File: src/rtl/snappy_job_dispatcher.sv
// Snappy job dispatcher: loads one descriptor per decompressor slot, pads unused slots, starts the batch, waits for completion.
// Latency: a descriptor accepted on edge t appears as a job load on cycle t+1; start follows the last job load by one cycle.
// Backpressure: desc_ready is high only while loading; descriptors are held off for the rest of the batch.
//
// Ports:
//   clk, rst_n            clock, asynchronous active-low reset
//   desc_*                host descriptor stream (valid/ready handshake, desc_last closes a batch early)
//   job_valid, job_id,    one-cycle job load strobe and its fields to the IO controller
//   src_addr, des_addr, compression_length, decompression_length
//   dec_active            per-slot flag, 1 = slot holds a real (non-pad) job
//   start, idle           batch start pulse out, IO controller idle in
//   batch_done            one-cycle pulse when a batch completes
//   batch_count           completed batch counter (wraps)
module snappy_job_dispatcher #(
  parameter int NUM_DECOMPRESSOR = 2
) (
  input  logic                        clk,
  input  logic                        rst_n,
  input  logic                        desc_valid,
  output logic                        desc_ready,
  input  logic [63:0]                 desc_src_addr,
  input  logic [63:0]                 desc_des_addr,
  input  logic [34:0]                 desc_comp_len,
  input  logic [31:0]                 desc_decomp_len,
  input  logic                        desc_last,
  output logic                        job_valid,
  output logic [15:0]                 job_id,
  output logic [63:0]                 src_addr,
  output logic [63:0]                 des_addr,
  output logic [34:0]                 compression_length,
  output logic [31:0]                 decompression_length,
  output logic [NUM_DECOMPRESSOR-1:0] dec_active,
  output logic                        start,
  input  logic                        idle,
  output logic                        batch_done,
  output logic [31:0]                 batch_count
);

  localparam logic [5:0]                  LAST_SLOT = 6'(NUM_DECOMPRESSOR - 1);
  localparam logic [NUM_DECOMPRESSOR-1:0] SLOT0     = NUM_DECOMPRESSOR'(1);

  // Pad jobs request one minimal 64 B burst so the IO controller never sees a zero length.
  localparam logic [34:0] PAD_COMP_LEN   = 35'd64;
  localparam logic [31:0] PAD_DECOMP_LEN = 32'd64;

  typedef enum logic [2:0] {
    LOAD,
    PAD,
    START,
    RUN_WAIT_BUSY,
    RUN_WAIT_IDLE,
    DONE
  } state_t;

  state_t                      state, state_nxt;
  logic [5:0]                  slot, slot_nxt;
  logic [NUM_DECOMPRESSOR-1:0] active_nxt;
  logic                        issue;       // a job load goes out next cycle
  logic                        issue_real;  // ... and it carries the accepted descriptor
  logic                        accept;

  // desc_ready is a flop that is only ever 1 while the FSM sits in LOAD.
  assign accept = desc_valid & desc_ready;

  always_ff @(posedge clk or negedge rst_n) begin
    if (!rst_n) begin
      state <= LOAD;
    end else begin
      state <= state_nxt;
    end
  end

  always_comb begin
    state_nxt  = state;
    slot_nxt   = slot;
    active_nxt = dec_active;
    issue      = 1'b0;
    issue_real = 1'b0;
    case (state)
      LOAD: begin
        if (accept) begin
          issue      = 1'b1;
          issue_real = 1'b1;
          active_nxt = dec_active | (SLOT0 << slot);
          slot_nxt   = slot + 6'd1;
          // A full batch wins over desc_last, so a last on the final slot is an ordinary fill.
          if (slot == LAST_SLOT) begin
            state_nxt = START;
          end else if (desc_last) begin
            state_nxt = PAD;
          end
        end
      end
      PAD: begin
        issue    = 1'b1;
        slot_nxt = slot + 6'd1;
        if (slot == LAST_SLOT) begin
          state_nxt = START;
        end
      end
      // START is occupied while the final job load is on the bus; start itself goes out next cycle.
      START:         state_nxt = RUN_WAIT_BUSY;
      // Idle is still high from before the batch; wait for the controller to pick up the work first.
      RUN_WAIT_BUSY: if (!idle) state_nxt = RUN_WAIT_IDLE;
      RUN_WAIT_IDLE: if (idle) state_nxt = DONE;
      DONE: begin
        state_nxt  = LOAD;
        slot_nxt   = '0;
        active_nxt = '0;
      end
      default: state_nxt = LOAD;
    endcase
  end

  always_ff @(posedge clk or negedge rst_n) begin
    if (!rst_n) begin
      slot                 <= '0;
      dec_active           <= '0;
      desc_ready           <= 1'b0;
      job_valid            <= 1'b0;
      job_id               <= '0;
      src_addr             <= '0;
      des_addr             <= '0;
      compression_length   <= '0;
      decompression_length <= '0;
      start                <= 1'b0;
      batch_done           <= 1'b0;
      batch_count          <= '0;
    end else begin
      slot       <= slot_nxt;
      dec_active <= active_nxt;
      desc_ready <= (state_nxt == LOAD);
      job_valid  <= issue;
      start      <= (state == START);
      batch_done <= (state_nxt == DONE);
      if (state_nxt == DONE) begin
        batch_count <= batch_count + 32'd1;
      end
      // Job fields hold their last value between loads; only job_valid qualifies them.
      if (issue) begin
        job_id <= {10'd0, slot};
        if (issue_real) begin
          src_addr             <= desc_src_addr;
          des_addr             <= desc_des_addr;
          compression_length   <= desc_comp_len;
          decompression_length <= desc_decomp_len;
        end else begin
          src_addr             <= '0;
          des_addr             <= '0;
          compression_length   <= PAD_COMP_LEN;
          decompression_length <= PAD_DECOMP_LEN;
        end
      end
    end
  end

endmodule

File: config.mk
export PLATFORM = sky130hd
export DESIGN_NAME = snappy_job_dispatcher
export DESIGN_NICKNAME = d
export VERILOG_FILES = /design/src/rtl/snappy_job_dispatcher.sv
export SDC_FILE = /design/constraint.sdc
export NUM_CORES = 1
export LEC_CHECK = 0
export CAP_MARGIN = 5
export CORE_MARGIN = 5
export CORE_UTILIZATION = 35
export CTS_CLUSTER_SIZE = 14
export DETAILED_ROUTE_END_ITERATION = 10
export PLACE_DENSITY = 0.71
export SYNTH_ARGS = -nofsm -noshare
export SYNTH_HDL_FRONTEND = slang
export SYNTH_SLANG_ARGS = --single-unit
File: constraint.sdc
create_clock -name clk -period 2.54 [get_ports clk]
set_input_delay 0.508 -clock clk [delete_from_list [all_inputs] [get_ports clk]]
set_output_delay 0.508 -clock clk [all_outputs]
set_load 0.05 [all_outputs]
==> metrics.csv, run 1 <==
metric,value,unit
avgViaCountPerCell,5.02,
synth_top_area_share,66.3,%
rsz0062_at_grt,no,
rows,59,
hold_violations,0,
finalCritPeriodShare,92.8,%
critPathMaxFanout,7,
start_kind,flop,
synth_seq_area_share,66.3,%
slowest_delay,0.86,ns
drive_gt1_share,7.73,%
gp_congestion,0.796,
ys.warnings.count,0,
synth_edf_count,0,
path_delay_family,buffers and inverters,
die_area,30100,um2
outcome,finished clean,
worst_slew_pin_slew,0.662,ns
vias,7333,
crit_type,flop to output pin,
holdBufCountCts,1,
finalSetupTns,0,ns
fmax,424,MHz
finalSetupViolCount,0,
mostFrequentLayoutCell,clkdlybuf4s50_1,
ant_nets,0,
cts_setup_buffers,0,
n_antenna_cell,0,
startpoint,batch_count[8],
max_cap_viol_count,0,
dieHeight,174,um
cts.sinks,248,
synth_async_sr_flop_share,100,%
synth_area_leaders,"dfrtp_1, a22o_1, xnor2_1, buf_2, xor2_1",
synthToLayoutAreaGrowth,61.8,%
antenna_found_initial,1,
slowest_stage,clkdlybuf4s50_1,
cts_tree,done,
arrival,1.85,ns
period_minus_slack,2.36,ns
required,2.03,ns
drt_first_pass_iters,4,
ys.flop_type,dfrtp_1,
regToRegStartpoint,state[2],
dr.first_iter.drc_count,279,
final_cell_mix,"clkdlybuf4s50_1, dfrtp_1, a22o_1",
grt_start_max_net_pins,87,
core-area,26200,um2
endpoint_kind,output pin,
io_pins,449,
relSlewSlack,55.9,%
stdcell_count,1461,
ys_ff_latch,248,
start_util,35.7,%
drv_slew,0,
drc,0,
synth_area_leader_cell,dfrtp_1,
portBuffers,438,
post-place-cells,1409,
fin_skew,0.0158,ns
pwr_density_cell,1280,nW/um2
htree_levels,1,
die-width,174,um
wl_per_cell,20.6,um
hp-class,flop to flop,
grtUsageTotal,19.2,%
clockBufferDepth,3,
crit_path_cell_trace,clkdlybuf4s50_1,
post_cts_resized,0,
worstHoldStart,batch_count[31],
clockRootBuffer,clkbuf_16,
p_leak,6.74,nW
clk_pin_slew_worst_paths,0.06,ns
path_buf_inv,1,
syn_area,9360,um2
ir_drop,801,uV
grt_pass1_vias,7846,
grt_pass1_wl,46800,um
fin_nets,1308,
cts_buffers,28,
p_total,0.0194,W
yosysUniqueCellTypes,48,
avgSynthCellArea,14.0,um2
grt_overflow,0,
dpl.hpwl,22000,um
synthCells,667,
wl,30200,um
clkLatencyLatePin,0.54,ns
per-stage QoR:
step	setup WS [ns]	hold WS, ns	utilization (%)	instance area, um2
detailed placement	0.162	0.469	54.0	14200
floorplan	0.663	0.212	-	9400
global route	0.115	0.505	57.8	15100
CTS	0.143	0.479	57.8	15100
finish	0.183	0.476	57.8	15100
global placement	0.176	0.468	54.0	14200
state kept, by name, summed over array words and instances (netlist names):
name	cells
des_addr	64
batch_count	32
job_id	6
slot	6
desc_ready	1
src_addr	64
compression_length	35
dec_active	2
job_valid	1
batch_done	1
state	3
start	1
decompression_length	32
metal layers:
| metal | global-route usage, % | routed length (um) | up-vias |
|---|---|---|---|
| li1 | - | - | 3361 |
| met2 | 32.6 | 14900 | 311 |
| met1 | 24.2 | 12200 | 3608 |
| met3 | 5.39 | 2340 | 51 |
| met4 | 5.32 | 756 | 2 |
| met5 | 0 | 13 | - |
worst paths after layout:
path / end / cells after the start / slack [ns]
setup / recovery: batch_count[8] / 1 / 0.18
hold / removal: batch_count[31] / 1 / 0.48
setup reg to reg: compression_length[17] / 5 / 0.53
hold reg to reg: batch_count[31] / 1 / 0.48
max in group asynchronous: job_id[5] / 3 / 1.30
min in group asynchronous: src_addr[40] / 2 / 0.51
power by group:
group	total (W)	internal (W)	switching, W
sequential	0.00585	0.00508	0.000769
combinational	0.00930	0.00315	0.00615
clock	0.00422	0.00262	0.00160
total	0.0194	0.0109	0.00852
synthesized netlist by cell type, types with 2 or more instances:
library cell,count
mux2_2,8
inv_1,5
a211oi_1,3
o21ai_0,2
nand2b_1,2
o22a_1,2
nor2_1,14
nand3_1,9
xnor2_1,22
nor4_1,5
and2_1,4
nand4_1,11
ha_1,3
dfrtp_1,248
a22o_1,193
nand2_1,25
and3_1,4
and4_1,4
buf_1,3
buf_2,38
xor2_1,13
clkbuf_1,7
buf_4,11
nor3_1,7
cells by family after synthesis:
kind of cell | Yosys count | synth area share, %
XOR/XNOR | 35 | 3.27
buffers and inverters | 65 | 3.56
flip-flops | 248 | 66.3
AND/OR/NAND/NOR | 96 | 5.93
AO/OA/AOI/OAI | 211 | 19.5
multiplexers | 8 | 0.962
other | 1 | 0.0401
adder cells (fa/ha/maj) | 3 | 0.401
cell type report:
class	count	area (um2)
Fill cell	2110	11100
Clock buffer	36	802
Tap cell	335	419
Multi-Input combinational cell	363	2860
Timing Repair Buffer	458	4650
Clock inverter	15	179
Sequential cell	248	6210
Inverter	6	22.5
No activity file was read; power rests on OpenSTA's default activity.
==> run 2: changes to the inputs <==
ABC_CLOCK_PERIOD_IN_PS = 2540   (was default)
DONT_BUFFER_PORTS = 1   (was default)
MAX_ROUTING_LAYER = met4   (was default)
PLACE_DENSITY = default   (was 0.71)
==> run 2 against run 1 <==
The run now ends with hold timing left. Clock skew fell by 0.0039 ns. Die area unchanged. Clock power fell by 14%. Final cell count decreased by 30%. Setup slack gained 0.25 ns. Cell area is 30% lower. First-iteration DRC count grew 10%. Clock-buffer cell count down 2. Global-route usage fell by 3.0 points. Via count decreased by 21%. Wire length fell by 16%. Critical path type is now flop to flop. Largest cell class unchanged. Largest power group is now sequential cells.
==> metrics.csv, run 2 (synthesis gave the netlist of run 1 again) <==
metric,value,unit,change
fillCellCount,2431,,was 2110
dr.first_iter.drc_count,308,,was 279
drt_first_pass_iters,4,,unchanged
antenna_found_initial,0,,was 1
reg_top3,"des_addr (64), src_addr (64), compression_length (35)",,unchanged
hold_violations,248,,was 0
portBuffers,0,,was 438
dieHeight,174,um,unchanged
ant_nets,0,,unchanged
outcome,"finished, violations left",,was finished clean
clkLatencyLatePin,0.52,ns,was 0.54 ns
p_sw_share,49.5,%,was 44.0%
clockBufferDepth,3,,unchanged
grt_util_met3,5.80,%,was 5.39%
vias,5794,,was 7333
cts_setup_buffers,0,,unchanged
endpoint_kind,flop,,was output pin
fin_skew,0.0118,ns,was 0.0158 ns
grtUsageTotal,16.2,%,was 19.2%
fin_ws,0.436,ns,was 0.183 ns
clk_pin_slew_worst_paths,0.07,ns,was 0.06 ns
finalSetupViolCount,0,,unchanged
share_comb_of_total_power,16.8,%,was 48.0%
grt_start_max_net_pins,249,,was 87
finalCritPeriodShare,82.8,%,was 92.8%
rsz0062_at_grt,no,,unchanged
io_pins,449,,unchanged
critPathMaxFanout,76,,was 7
violations,hold timing,,
arrival,2.51,ns,was 1.85 ns
start_kind,flop,,unchanged
dpl.hpwl,18000,um,was 22000 um
dp_slack,0.500,ns,was 0.162 ns
multi_input_area,2860,um2,unchanged
wl_per_cell,24.6,um,was 20.6 um
pwr_density_cell,1530,nW/um2,was 1280 nW/um2
power_frac_seq,60.8,%,was 30.2%
p_total,0.0162,W,was 0.0194 W
ir_drop,976,uV,was 801 uV
avgViaCountPerCell,5.65,,was 5.02
htree_levels,1,,unchanged
fin_nets,876,,was 1308
drc,0,,unchanged
grt_pass1_vias,6080,,was 7846
cts_buffers,26,,was 28
cts.sinks,248,,unchanged
hp-class,primary input to async pin,,was flop to flop
grt_most_used_layer,met2,,unchanged
gp_congestion,0.778,,was 0.796
r2r_setup_slack,0.44,ns,was 0.53 ns
cts_tree,done,,unchanged
p_switching,0.00799,W,was 0.00852 W
holdWs,-0.312,ns,was 0.476 ns
use_met2,25.9,%,was 32.6%
max_cap_viol_count,0,,unchanged
start_util,35.7,%,unchanged
core-area,26200,um2,unchanged
grt_pass1_wl,38300,um,was 46800 um
required,2.94,ns,was 2.03 ns
register_area,6210,um2,unchanged
rows,59,,unchanged
mostFrequentLayoutCell,dfrtp_1,,was clkdlybuf4s50_1
die_area,30100,um2,unchanged
grt_overflow,0,,unchanged
met1_usage,19.1,%,was 24.2%
final_cell_mix,"dfrtp_1, a22o_1, clkbuf_16",,"was clkdlybuf4s50_1, dfrtp_1, a22o_1"
drive_gt1_share,12.9,%,was 7.73%
relSlewSlack,46.4,%,was 55.9%
synthToLayoutAreaGrowth,13.0,%,was 61.8%
p_int,0.00816,W,was 0.0109 W
finalSetupTns,0,ns,unchanged
post_cts_resized,0,,unchanged
wl,25300,um,was 30200 um
fmax,475,MHz,was 424 MHz
power_frac_clock,22.3,%,was 21.8%
period_minus_slack,2.10,ns,was 2.36 ns
p_leak,5.06,nW,was 6.74 nW
clockRootBuffer,clkbuf_16,,unchanged
worst_slew_pin_slew,0.804,ns,was 0.662 ns
die-width,174,um,unchanged
n_antenna_cell,0,,unchanged
crit_type,flop to flop,,was flop to output pin
drv_slew,0,,unchanged
[run 2: cell types whose count changed in the layout (fill, tap and decap cells not counted), sizes merged]
cell           previous run  this run
clkdlybuf4s50           437         0
buf                      20        28
bufinv                    4         0
clkinv                   11         8
clkinvlp                  0         3
clkbuf                   36        34
dlygate4sd3               1         0
inv                       6         7
[run 2: layer usage]
| metal | vias to the layer above | share of wire (%) | wire, um |
|---|---|---|---|
| met4 | 0 | 4.0 | 1020 |
| met5 | - | 0 | 0 |
| met3 | 54 | 10 | 2550 |
| li1 | 2493 | - | - |
| met1 | 2915 | 37 | 9470 |
| met2 | 332 | 48 | 12200 |
[run 2: worst paths after layout]
| kind | startpoint | cells past startpoint | end |
|---|---|---|---|
| min reg2reg | batch_count[8] | 1 | batch_count[8] |
| max reg2reg | state[2] | 5 | des_addr[14] |
| max in group asynchronous | rst_n | 0 | des_addr[61] |
| min | rst_n | 0 | src_addr[46] |
| max | state[2] | 5 | des_addr[14] |
| min in group clk | desc_src_addr[17] | 1 | src_addr[17] |
[run 2: cell type report]
type	instances	share of cell area, %
Clock buffer	34	7.01
Clock inverter	12	0.745
Inverter	6	0.213
Multi-Input combinational cell	363	27.1
Sequential cell	248	58.7
Tap cell	335	3.96
Timing Repair Buffer	28	2.34
[run 2: worst max-delay path, stage by stage (launching register included)]
cell,delay [ns]
dfrtp_1,0.51
nand3b_1,0.32
a21oi_2,0.30
nand2_4,0.10
buf_4,0.34
a22o_1,0.34
[run 2: power groups by stage]
| stage | combinational (W) | clock, W | sequential, W |
|---|---|---|---|
| after global placement | 0.00251 | 0 | 0.00992 |
| after detailed placement | 0.00276 | 0 | 0.00991 |
| after CTS | 0.00274 | 0.00373 | 0.00986 |
| final | 0.00271 | 0.00361 | 0.00983 |
| after global routing | 0.00298 | 0.00389 | 0.00996 |
| after floorplan | 0.00231 | 0 | 0.00946 |
[run 2: metrics by stage]
step           std cells  utilization, %  cell area, um2  hold slack, ns
2_1_floorplan        676               -            9400           0.212
6_report            1026            40.4           10600          -0.312
3_3_place_gp         980            37.2            9760           0.218
4_1_cts             1026            40.4           10600          -0.353
5_1_grt             1026            40.4           10600          -0.345
3_5_place_dp         980            37.2            9760           0.219
